==> src/rtl/fc_pkg.sv <==
// fc_pkg: shared definitions for the fully-connected layer pipeline.
//   fc_link_state_t : control states of the inter-layer link stage.
//   fc_sat          : unsigned saturation of an activation to a narrower width,
//                     also used by the activation function unit (fc_func).
package fc_pkg;

  typedef enum logic [1:0] {
    IDLE  = 2'd0,
    FILL  = 2'd1,
    START = 2'd2,
    WAIT  = 2'd3
  } fc_link_state_t;

  // Clamp an unsigned value to the largest value representable in out_width bits.
  // The caller truncates the result to out_width bits.
  function automatic logic [31:0] fc_sat(input logic [31:0] in, input int unsigned out_width);
    logic [31:0] max_val;
    max_val = (out_width >= 32) ? 32'hFFFF_FFFF : ((32'd1 << out_width) - 32'd1);
    return (in > max_val) ? max_val : in;
  endfunction

endpackage

==> src/rtl/fc_layer_link_if.sv <==
// fc_layer_link_if: activation stream and next-layer ibuf/control bundle.
//   i_valid, i_data   : activation beats from the upstream function unit
//   o_busy            : back-pressure towards the upstream function unit
//   o_ibuf_we/addr/wr_data : write port of the next layer's input buffer
//   i_next_busy       : busy flag of the next layer's controller
//   o_next_start      : one-cycle start pulse to the next layer
// Modports: master is taken by the link stage, slave by its environment.
interface fc_layer_link_if #(
  parameter int in_width   = 2,
  parameter int out_width  = 2,
  parameter int addr_width = 10
);

  logic                  i_valid;
  logic [in_width-1:0]   i_data;
  logic                  o_busy;
  logic                  o_ibuf_we;
  logic [addr_width-1:0] o_ibuf_addr;
  logic [out_width-1:0]  o_ibuf_wr_data;
  logic                  i_next_busy;
  logic                  o_next_start;

  modport master (
    input  i_valid, i_data, i_next_busy,
    output o_busy, o_ibuf_we, o_ibuf_addr, o_ibuf_wr_data, o_next_start
  );

  modport slave (
    output i_valid, i_data, i_next_busy,
    input  o_busy, o_ibuf_we, o_ibuf_addr, o_ibuf_wr_data, o_next_start
  );

endinterface

==> src/rtl/fc_argmax.sv <==
// fc_argmax: running maximum over the values written for one vector.
//   clk, rst  : clock and synchronous active-high reset
//   sample    : a value is being written this cycle
//   first     : the sampled value is the first of a new vector
//   idx, val  : index and saturated value being written
//   done      : the vector is complete; publish the result
//   max_idx, max_val : registered result, held until the next publish
//   valid     : one-cycle pulse when a result is published
module fc_argmax #(
  parameter int idx_width = 10,
  parameter int val_width = 2
) (
  input  logic                 clk,
  input  logic                 rst,
  input  logic                 sample,
  input  logic                 first,
  input  logic [idx_width-1:0] idx,
  input  logic [val_width-1:0] val,
  input  logic                 done,
  output logic [idx_width-1:0] max_idx,
  output logic [val_width-1:0] max_val,
  output logic                 valid
);

  logic [idx_width-1:0] run_idx;
  logic [val_width-1:0] run_val;

  // Strict greater-than keeps the lower index on ties; the first beat
  // of a vector always reloads so stale maxima never leak across vectors.
  always_ff @(posedge clk) begin
    if (rst) begin
      run_idx <= '0;
      run_val <= '0;
      max_idx <= '0;
      max_val <= '0;
      valid   <= 1'b0;
    end else begin
      if (sample && (first || (val > run_val))) begin
        run_idx <= idx;
        run_val <= val;
      end
      valid <= done;
      if (done) begin
        max_idx <= run_idx;
        max_val <= run_val;
      end
    end
  end

endmodule

==> src/rtl/fc_layer_link.sv <==
// fc_layer_link: link stage between a fully-connected layer's activation
// output and the next layer's input buffer. Saturates each accepted beat,
// writes it sequentially into the ibuf, pulses start after a full vector and
// holds off the upstream unit while the next layer is still busy.
//   clk, rst       : clock and synchronous active-high reset
//   link (master)  : activation stream, ibuf write port, next-layer handshake
//   o_drop_err     : sticky, a beat arrived while it could not be accepted
//   o_argmax_idx/val/valid : per-vector argmax result
// Optional feature: define FC_LINK_ARGMAX_EN to build the argmax tracker;
// otherwise the argmax outputs are tied to zero.
module fc_layer_link
  import fc_pkg::*;
#(
  parameter int num_outputs = 1000,
  parameter int in_width    = 2,
  parameter int out_width   = 2,
  parameter int addr_width  = (num_outputs > 1) ? $clog2(num_outputs) : 1
) (
  input  logic                  clk,
  input  logic                  rst,
  fc_layer_link_if.master       link,
  output logic                  o_drop_err,
  output logic [addr_width-1:0] o_argmax_idx,
  output logic [out_width-1:0]  o_argmax_val,
  output logic                  o_argmax_valid
);

  localparam logic [addr_width-1:0] last_addr = addr_width'(num_outputs - 1);

  fc_link_state_t        state, state_next;
  logic [addr_width-1:0] addr, addr_next;
  logic                  accept;
  logic                  drop;
  logic                  busy_next;
  logic                  wait_first;
  logic                  busy_q;
  logic                  start_q;
  logic                  we_q;
  logic [addr_width-1:0] addr_q;
  logic [out_width-1:0]  data_q;
  logic [in_width-1:0]   beat_data;
  logic [out_width-1:0]  sat_val;

  assign beat_data = link.i_data;
  assign sat_val   = out_width'(fc_sat(32'(beat_data), out_width));

  // State and write address register.
  always_ff @(posedge clk) begin
    if (rst) begin
      state <= IDLE;
      addr  <= '0;
    end else begin
      state <= state_next;
      addr  <= addr_next;
    end
  end

  // Next-state logic. In IDLE, busy_q equals last cycle's i_next_busy, so it
  // doubles as the registered gate for the first beat of a vector. The state
  // sits in START while the final write is visible; the registered start
  // pulse and busy therefore appear one cycle later, during the first WAIT
  // cycle, which never exits so the next layer has time to raise its busy.
  always_comb begin
    state_next = state;
    addr_next  = addr;
    accept     = 1'b0;
    case (state)
      IDLE, FILL: begin
        if (link.i_valid && ((state == FILL) || !busy_q)) begin
          accept = 1'b1;
          if (addr == last_addr) begin
            state_next = START;
            addr_next  = '0;
          end else begin
            state_next = FILL;
            addr_next  = addr + addr_width'(1);
          end
        end
      end
      START: begin
        state_next = WAIT;
        addr_next  = '0;
      end
      WAIT: begin
        if (!wait_first && !link.i_next_busy) begin
          state_next = IDLE;
        end
      end
      default: begin
        state_next = IDLE;
        addr_next  = '0;
      end
    endcase
    busy_next = (state_next == WAIT) || ((state_next == IDLE) && link.i_next_busy);
    drop      = link.i_valid && !accept;
  end

  // Registered outputs: ibuf write port, start pulse, back-pressure, drop flag.
  always_ff @(posedge clk) begin
    if (rst) begin
      we_q       <= 1'b0;
      addr_q     <= '0;
      data_q     <= '0;
      start_q    <= 1'b0;
      busy_q     <= 1'b0;
      wait_first <= 1'b0;
      o_drop_err <= 1'b0;
    end else begin
      we_q <= accept;
      if (accept) begin
        addr_q <= addr;
        data_q <= sat_val;
      end
      start_q    <= (state == START);
      busy_q     <= busy_next;
      wait_first <= (state == START);
      if (drop) begin
        o_drop_err <= 1'b1;
      end
    end
  end

  assign link.o_ibuf_we      = we_q;
  assign link.o_ibuf_addr    = addr_q;
  assign link.o_ibuf_wr_data = data_q;
  assign link.o_next_start   = start_q;
  assign link.o_busy         = busy_q;

`ifdef FC_LINK_ARGMAX_EN
  logic first_beat;
  logic vector_done;

  assign first_beat  = accept && (state == IDLE);
  assign vector_done = (state == START);

  fc_argmax #(
    .idx_width (addr_width),
    .val_width (out_width)
  ) u_argmax (
    .clk     (clk),
    .rst     (rst),
    .sample  (accept),
    .first   (first_beat),
    .idx     (addr),
    .val     (sat_val),
    .done    (vector_done),
    .max_idx (o_argmax_idx),
    .max_val (o_argmax_val),
    .valid   (o_argmax_valid)
  );
`else
  assign o_argmax_idx   = '0;
  assign o_argmax_val   = '0;
  assign o_argmax_valid = 1'b0;
`endif

endmodule

==> src/flat_wrapper.sv <==
// flat-port wrapper written by rule: the top's interface ports become plain ports
module fc_layer_link_flat import fc_pkg::*;
#(
  parameter int num_outputs = 1000,
  parameter int in_width    = 2,
  parameter int out_width   = 2,
  parameter int addr_width  = (num_outputs > 1) ? $clog2(num_outputs) : 1
)
  (clk, rst, o_drop_err, o_argmax_idx, o_argmax_val, o_argmax_valid, link_i_valid, link_i_data, link_i_next_busy, link_o_busy, link_o_ibuf_we, link_o_ibuf_addr, link_o_ibuf_wr_data, link_o_next_start);
  fc_layer_link_if #(.in_width(in_width), .out_width(out_width), .addr_width(addr_width)) link_i ();
  input  logic clk;
  input  logic rst;
  output logic o_drop_err;
  output logic [addr_width-1:0] o_argmax_idx;
  output logic [out_width-1:0] o_argmax_val;
  output logic o_argmax_valid;
  input wire logic [$bits(link_i.i_valid)-1:0] link_i_valid;
  input wire logic [$bits(link_i.i_data)-1:0] link_i_data;
  input wire logic [$bits(link_i.i_next_busy)-1:0] link_i_next_busy;
  output wire logic [$bits(link_i.o_busy)-1:0] link_o_busy;
  output wire logic [$bits(link_i.o_ibuf_we)-1:0] link_o_ibuf_we;
  output wire logic [$bits(link_i.o_ibuf_addr)-1:0] link_o_ibuf_addr;
  output wire logic [$bits(link_i.o_ibuf_wr_data)-1:0] link_o_ibuf_wr_data;
  output wire logic [$bits(link_i.o_next_start)-1:0] link_o_next_start;
  assign link_i.i_valid = link_i_valid;
  assign link_i.i_data = link_i_data;
  assign link_i.i_next_busy = link_i_next_busy;
  assign link_o_busy = link_i.o_busy;
  assign link_o_ibuf_we = link_i.o_ibuf_we;
  assign link_o_ibuf_addr = link_i.o_ibuf_addr;
  assign link_o_ibuf_wr_data = link_i.o_ibuf_wr_data;
  assign link_o_next_start = link_i.o_next_start;
  fc_layer_link #(.num_outputs(num_outputs), .in_width(in_width), .out_width(out_width), .addr_width(addr_width)) u_core (.clk(clk), .rst(rst), .link(link_i), .o_drop_err(o_drop_err), .o_argmax_idx(o_argmax_idx), .o_argmax_val(o_argmax_val), .o_argmax_valid(o_argmax_valid));
endmodule
==> config.mk <==
export PLATFORM = sky130hd
export DESIGN_NAME = fc_layer_link_flat
export DESIGN_NICKNAME = d
export VERILOG_FILES = /design/src/rtl/fc_pkg.sv /design/src/rtl/fc_layer_link_if.sv /design/src/rtl/fc_argmax.sv /design/src/rtl/fc_layer_link.sv /design/src/flat_wrapper.sv
export SDC_FILE = /design/constraint.sdc
export NUM_CORES = 1
export LEC_CHECK = 0
export CORE_MARGIN = 2
export CORE_UTILIZATION = 35
export DETAILED_ROUTE_END_ITERATION = 12
export SLEW_MARGIN = 20
export SYNTH_ARGS = -nofsm -noshare
export SYNTH_HDL_FRONTEND = slang
export SYNTH_SLANG_ARGS = --single-unit
==> constraint.sdc <==
create_clock -name clk -period 3.7 [get_ports clk]
set_input_delay 0.74 -clock clk [delete_from_list [all_inputs] [get_ports clk]]
set_output_delay 0.74 -clock clk [all_outputs]
set_load 0.05 [all_outputs]
# == Yosys cells after proc, flatten, opt, wreduce, memory -nomap -nowiden ==
# Cells that the tools add are included.
# word_totals
regBits,28
input_bits,6
output_inout_bits,29
elab_cells,39
# classes
n_addsub,1
n_eq_ne,6
n_mux,9
reduce_logical,15
# op_table
op,count
10-bit two-way mux,2
10-bit one-hot mux with 2 select lines,1
10-bit by 1-bit adder with 10-bit output (second input constant),1
10-bit == test (second input constant),1
2-bit == test (second input constant),3
2-bit two-way mux,3
2-bit one-hot mux with 3 select lines,1
1-bit logical AND,4
1-bit zero test,4
2-bit zero test,2
2-bit by 1-bit == test with 1-bit output (second input constant),1
1-bit logical OR,2
1-bit two-way mux,2
2-bit by 1-bit inequality test with 1-bit output (second input constant),1
2-bit AND reduction,1
2-bit nonzero test,1
2-bit OR reduction,1

# == Depth between registers and ports, before layout ==
# depth
depth_word,8
depth_mapped,6
mapped_depth_nobuf,6

# == Least setup slack after synthesis ==
# OpenSTA, ideal clock, no wires.
# synth_path
path_kind,input to register
from,in link_i_valid
to,reg u_core.addr[3]
setup_time_ns,0.070
arrival_ns,1.466
t_required_ns,3.630
path_slack_ns,2.164
stages,5
n_path_buf,1
path_cell_list,and3b_1 -> buf_4 -> nand2b_1 -> or3_1 -> a21oi_1
# synth_via
elab_chain_len,3
# synth_lines
item,line_no,source
from (decl),flat_wrapper.sv:17,input wire logic [$bits(link_i.i_valid)-1:0] link_i_valid;
1-bit logical AND,fc_layer_link.sv:69,if (link.i_valid && ((state == FILL) || !busy_q)) begin
2-bit by 1-bit inequality test with 1-bit output (no source line),n/a,
2-bit AND reduction (no source line),n/a,
to (signal assigned),fc_layer_link.sv:54,addr <= addr_next;
to (decl),fc_layer_link.sv:31,"logic [addr_width-1:0] addr, addr_next;"
# No other way between the ends.
# A chain may end at the register's enable or synchronous reset.

# == Worst setup path after layout ==
# layout_path
from,reg u_core.addr_q[4] (netlist: u_core.link.o_ibuf_addr[4])
to,out link_o_ibuf_addr[4]
# layout_lines
item,line_no,source
from (decl),fc_layer_link.sv:39,logic [addr_width-1:0] addr_q;
from (signal assigned),fc_layer_link.sv:111,addr_q <= addr;
to (decl),flat_wrapper.sv:22,output wire logic [$bits(link_i.o_ibuf_addr)-1:0] link_o_ibuf_addr;
# No word-level cell between the ends.

==> results.toml <==
[yosys]
synth_top_area_cell = "dfxtp_1"
yosys.area_share.adder_pct = 0.997
synthFlopType = "dfxtp_1"
yosysSeqAreaShare_pct = 44.7
netlist_instances = 155
muxShareOfSynthArea_pct = 0.798
synthTopCellsByCount = "34 x nand2_1, 28 x dfxtp_1, 22 x a21oi_1, 14 x buf_4, 9 x nor2_1"
synth_top_family_by_area = "simple AND/OR/NAND/NOR gates"
yosysMostFrequentCell = "nand2_1"
synth-edff-count = 0
async_reset_ff_share_pct = 0
netlist_area_um2 = 1250
netlist_top_cells_area = "dfxtp_1 45%, nand2_1 10%, a21oi_1 8.8%"
synth_cell_types = 30
synth.avg_cell_area_um2 = 8.10
synth-compound-area-share_pct = 14.3
synth_top_area_share_pct = 44.7
synth_xor_area_share_pct = 1.40
yosys_warnings = 0
yosys.area_share.simple_pct = 27.0
ys_seq_elements = 28

[global_route]
grt_max_degree = 24
first_global_vias = 996
busiest_layer = "met2"
antenna_found_initial = 0
grtUsageMet3_pct = 2.29
met2_usage_pct = 22.1
grt_use_total_pct = 12.8
grt_overflow = 0
grt_pass1_wl_mm = 4.28
use_met1_pct = 15.8

[die]
io-pin-count = 35
rows = 21
fp.dieW_um = 63.9
core_um2 = 3390
die_height_um = 63.9
fp.dieArea_um2 = 4080
start_util_pct = 37.0

[finish]
drive_gt1_share_pct = 4.62
diodes = 0
syn_to_final_growth_pct = 19.1
n_fill_cell = 341
final_nets = 181

[min_path]
holdPathStages = 2
hp-class = "reg -> reg"
whs_endpoint = "u_core.link.o_ibuf_addr[3]$_SDFFE_PP0P_"
hp-start = "u_core.link.o_ibuf_addr[3]$_SDFFE_PP0P_"

[sta]
finalMaxSlewViolations = 0
rsz0062_at_grt = "no"
finalHoldViolCount = 0
slew_headroom_pct = 48.0
final.period_utilization_pct = 60.9
worst_slew_pin_slew_ns = 0.778
clock_skew_ns = 0.0116
tns_ns = 0
layout_min_cycle_time_ns = 2.25
maxClockFrequency_mhz = 444
setup_viol = 0

[pwr]
power_density_nw_per_um2 = 402
vdd_drop_max_uv = 185
total_power_uw = 601
p_leak_nw = 0.519

[clocking]
cts_setup_buffers = 0
cts_inserted_buffers = 3
clk_latency_ns = 0.34
cts.clk_slew.worst_paths_ns = 0.15
htreeDepth = 1
cts_sinks = 28
cts.repair.resized = 0
cts_buffer_depth = 2
root_buffer = "clkbuf_4"
cts_tree = "yes"
ctsHoldBuffers = 0

[route]
drtIter0Drc = 43
via_count = 1017
postRouteAntennaNets = 0
drt_first_pass_iters = 4
avgRoutedWirePerCell_um = 10.7
totalWireLength_mm = 2.34
via_per_inst = 4.64
drc_errors = 0

[worst_setup_path]
crit_chain = "clkdlybuf4s50_1"
cp.arrival_ns = 1.51
r2r-end = "u_core.addr[5]$_SDFFE_PP0P_"
critPathLaunch = "u_core.link.o_ibuf_addr[4]$_SDFFE_PP0P_"
crit_buf_inv = 1
cp_top_family = "buffers and inverters"
startpoint_type = "register"
r2r_slack_ns = 1.95
critical-path-max-stage-delay_ns = 0.81
cp-end-kind = "output port"
slowest_stage = "clkdlybuf4s50_1"
r2r-start = "u_core.state[0]$_SDFF_PP0_"
cp.required_ns = 2.96
r2r_cells = 6
worstPathMaxFanout = 2
critPathKind = "reg -> out"

[placed_design]
port_buffers = 21
dp.final_hpwl_mm = 1.75
gp_congestion = 0.826

[run]
drv_cap = 0

[status]
outcome = "finished, final reports clean"
[power by group]
part	switching [mW]	internal (mW)
registers	0.00421	0.308
logic	0.0665	0.0210
clock network	0.0914	0.110
total	0.162	0.439
[tightest hold or removal path: cells and delay by family, from the launching register on]
family / cells / cell delay, ns
DFF: 1 / 0.34
AOI/OAI and AO/OA: 1 / 0.05
and+or+nand+nor: 1 / 0.05
[cell families (layout without fill, tap and decap cells)]
family          after synthesis  count (layout)
xor+xnor                      2               2
fa+ha+maj                     1               1
buf+inv                      20              26
compound gates               32              32
mux                           1               1
other cells                   1              13
flops                        28              28
simple gates                 70              70
[how the worst max path moves through the flow]
stage | end | slack, ns | cells after the start
after floorplan | u_core.addr[3]$_SDFFE_PP0P_ | 2.16 | 5
after global placement | u_core.addr[5]$_SDFFE_PP0P_ | 1.19 | 6
after detailed placement | u_core.addr[5]$_SDFFE_PP0P_ | 1.16 | 6
after CTS | link_o_ibuf_addr[4] | 1.42 | 1
after global routing | u_core.addr[5]$_SDFFE_PP0P_ | 1.35 | 6
final | link_o_ibuf_addr[4] | 1.45 | 1
[final cells by class]
cell class                 instances  area, µm²  area share [%]
timing repair buffer              22        218            14.6
clock inverter                     1       30.0            2.01
clock buffer                       3       22.5            1.51
sequential                        28        561            37.5
tap                               46       57.6            3.85
multi-input combinational        119        607            40.6
[flip-flops by register name, indices dropped and copies added, names as in the netlist]
signal	count
u_core.link.o_busy	1
u_core.o_drop_err	1
u_core.link.o_ibuf_addr	10
u_core.wait_first	1
u_core.state	2
u_core.link.o_ibuf_wr_data	2
u_core.addr	10
u_core.link.o_ibuf_we	1
[placed cells by master (no fill, tap or decap)]
cell,count
a21oi_1,22
a22o_1,1
a2bb2oi_1,1
a31oi_1,4
and3_1,1
and3b_1,1
buf_4,1
bufinv_16,1
clkbuf_4,3
clkdlybuf4s50_1,21
conb_1,13
dfxtp_1,28
ha_1,1
mux2i_1,1
nand2_1,34
nand2b_1,7
nand3_1,6
nand3b_1,3
nand4b_1,1
nor2_1,9
nor2_2,1
nor2b_1,1
nor3_1,2
nor3_2,2
o21ai_0,1
o21ai_1,1
o311ai_1,1
o31ai_1,1
or3_1,1
or3b_1,1
xor2_1,2
[per-stage QoR]
step	instances	worst slack, ns	utilization (%)	cell area (µm²)	hold slack (ns)
floorplan	167	2.16	-	1300	0.459
global placement	215	1.19	42.6	1440	0.450
detailed placement	215	1.16	42.6	1440	0.449
CTS	219	1.42	44.1	1500	0.469
global route	219	1.35	44.1	1500	0.492
finish	219	1.45	44.1	1500	0.465
[per-layer routing]
| layer | vias to the layer above | wire length, µm |
|---|---|---|
| met1 | 457 | 1130 |
| li1 | 537 | - |
| met3 | 4 | 82 |
| met4 | 0 | 29 |
| met5 | - | 0 |
| met2 | 19 | 1100 |
No activity file was read; power rests on OpenSTA's default activity.
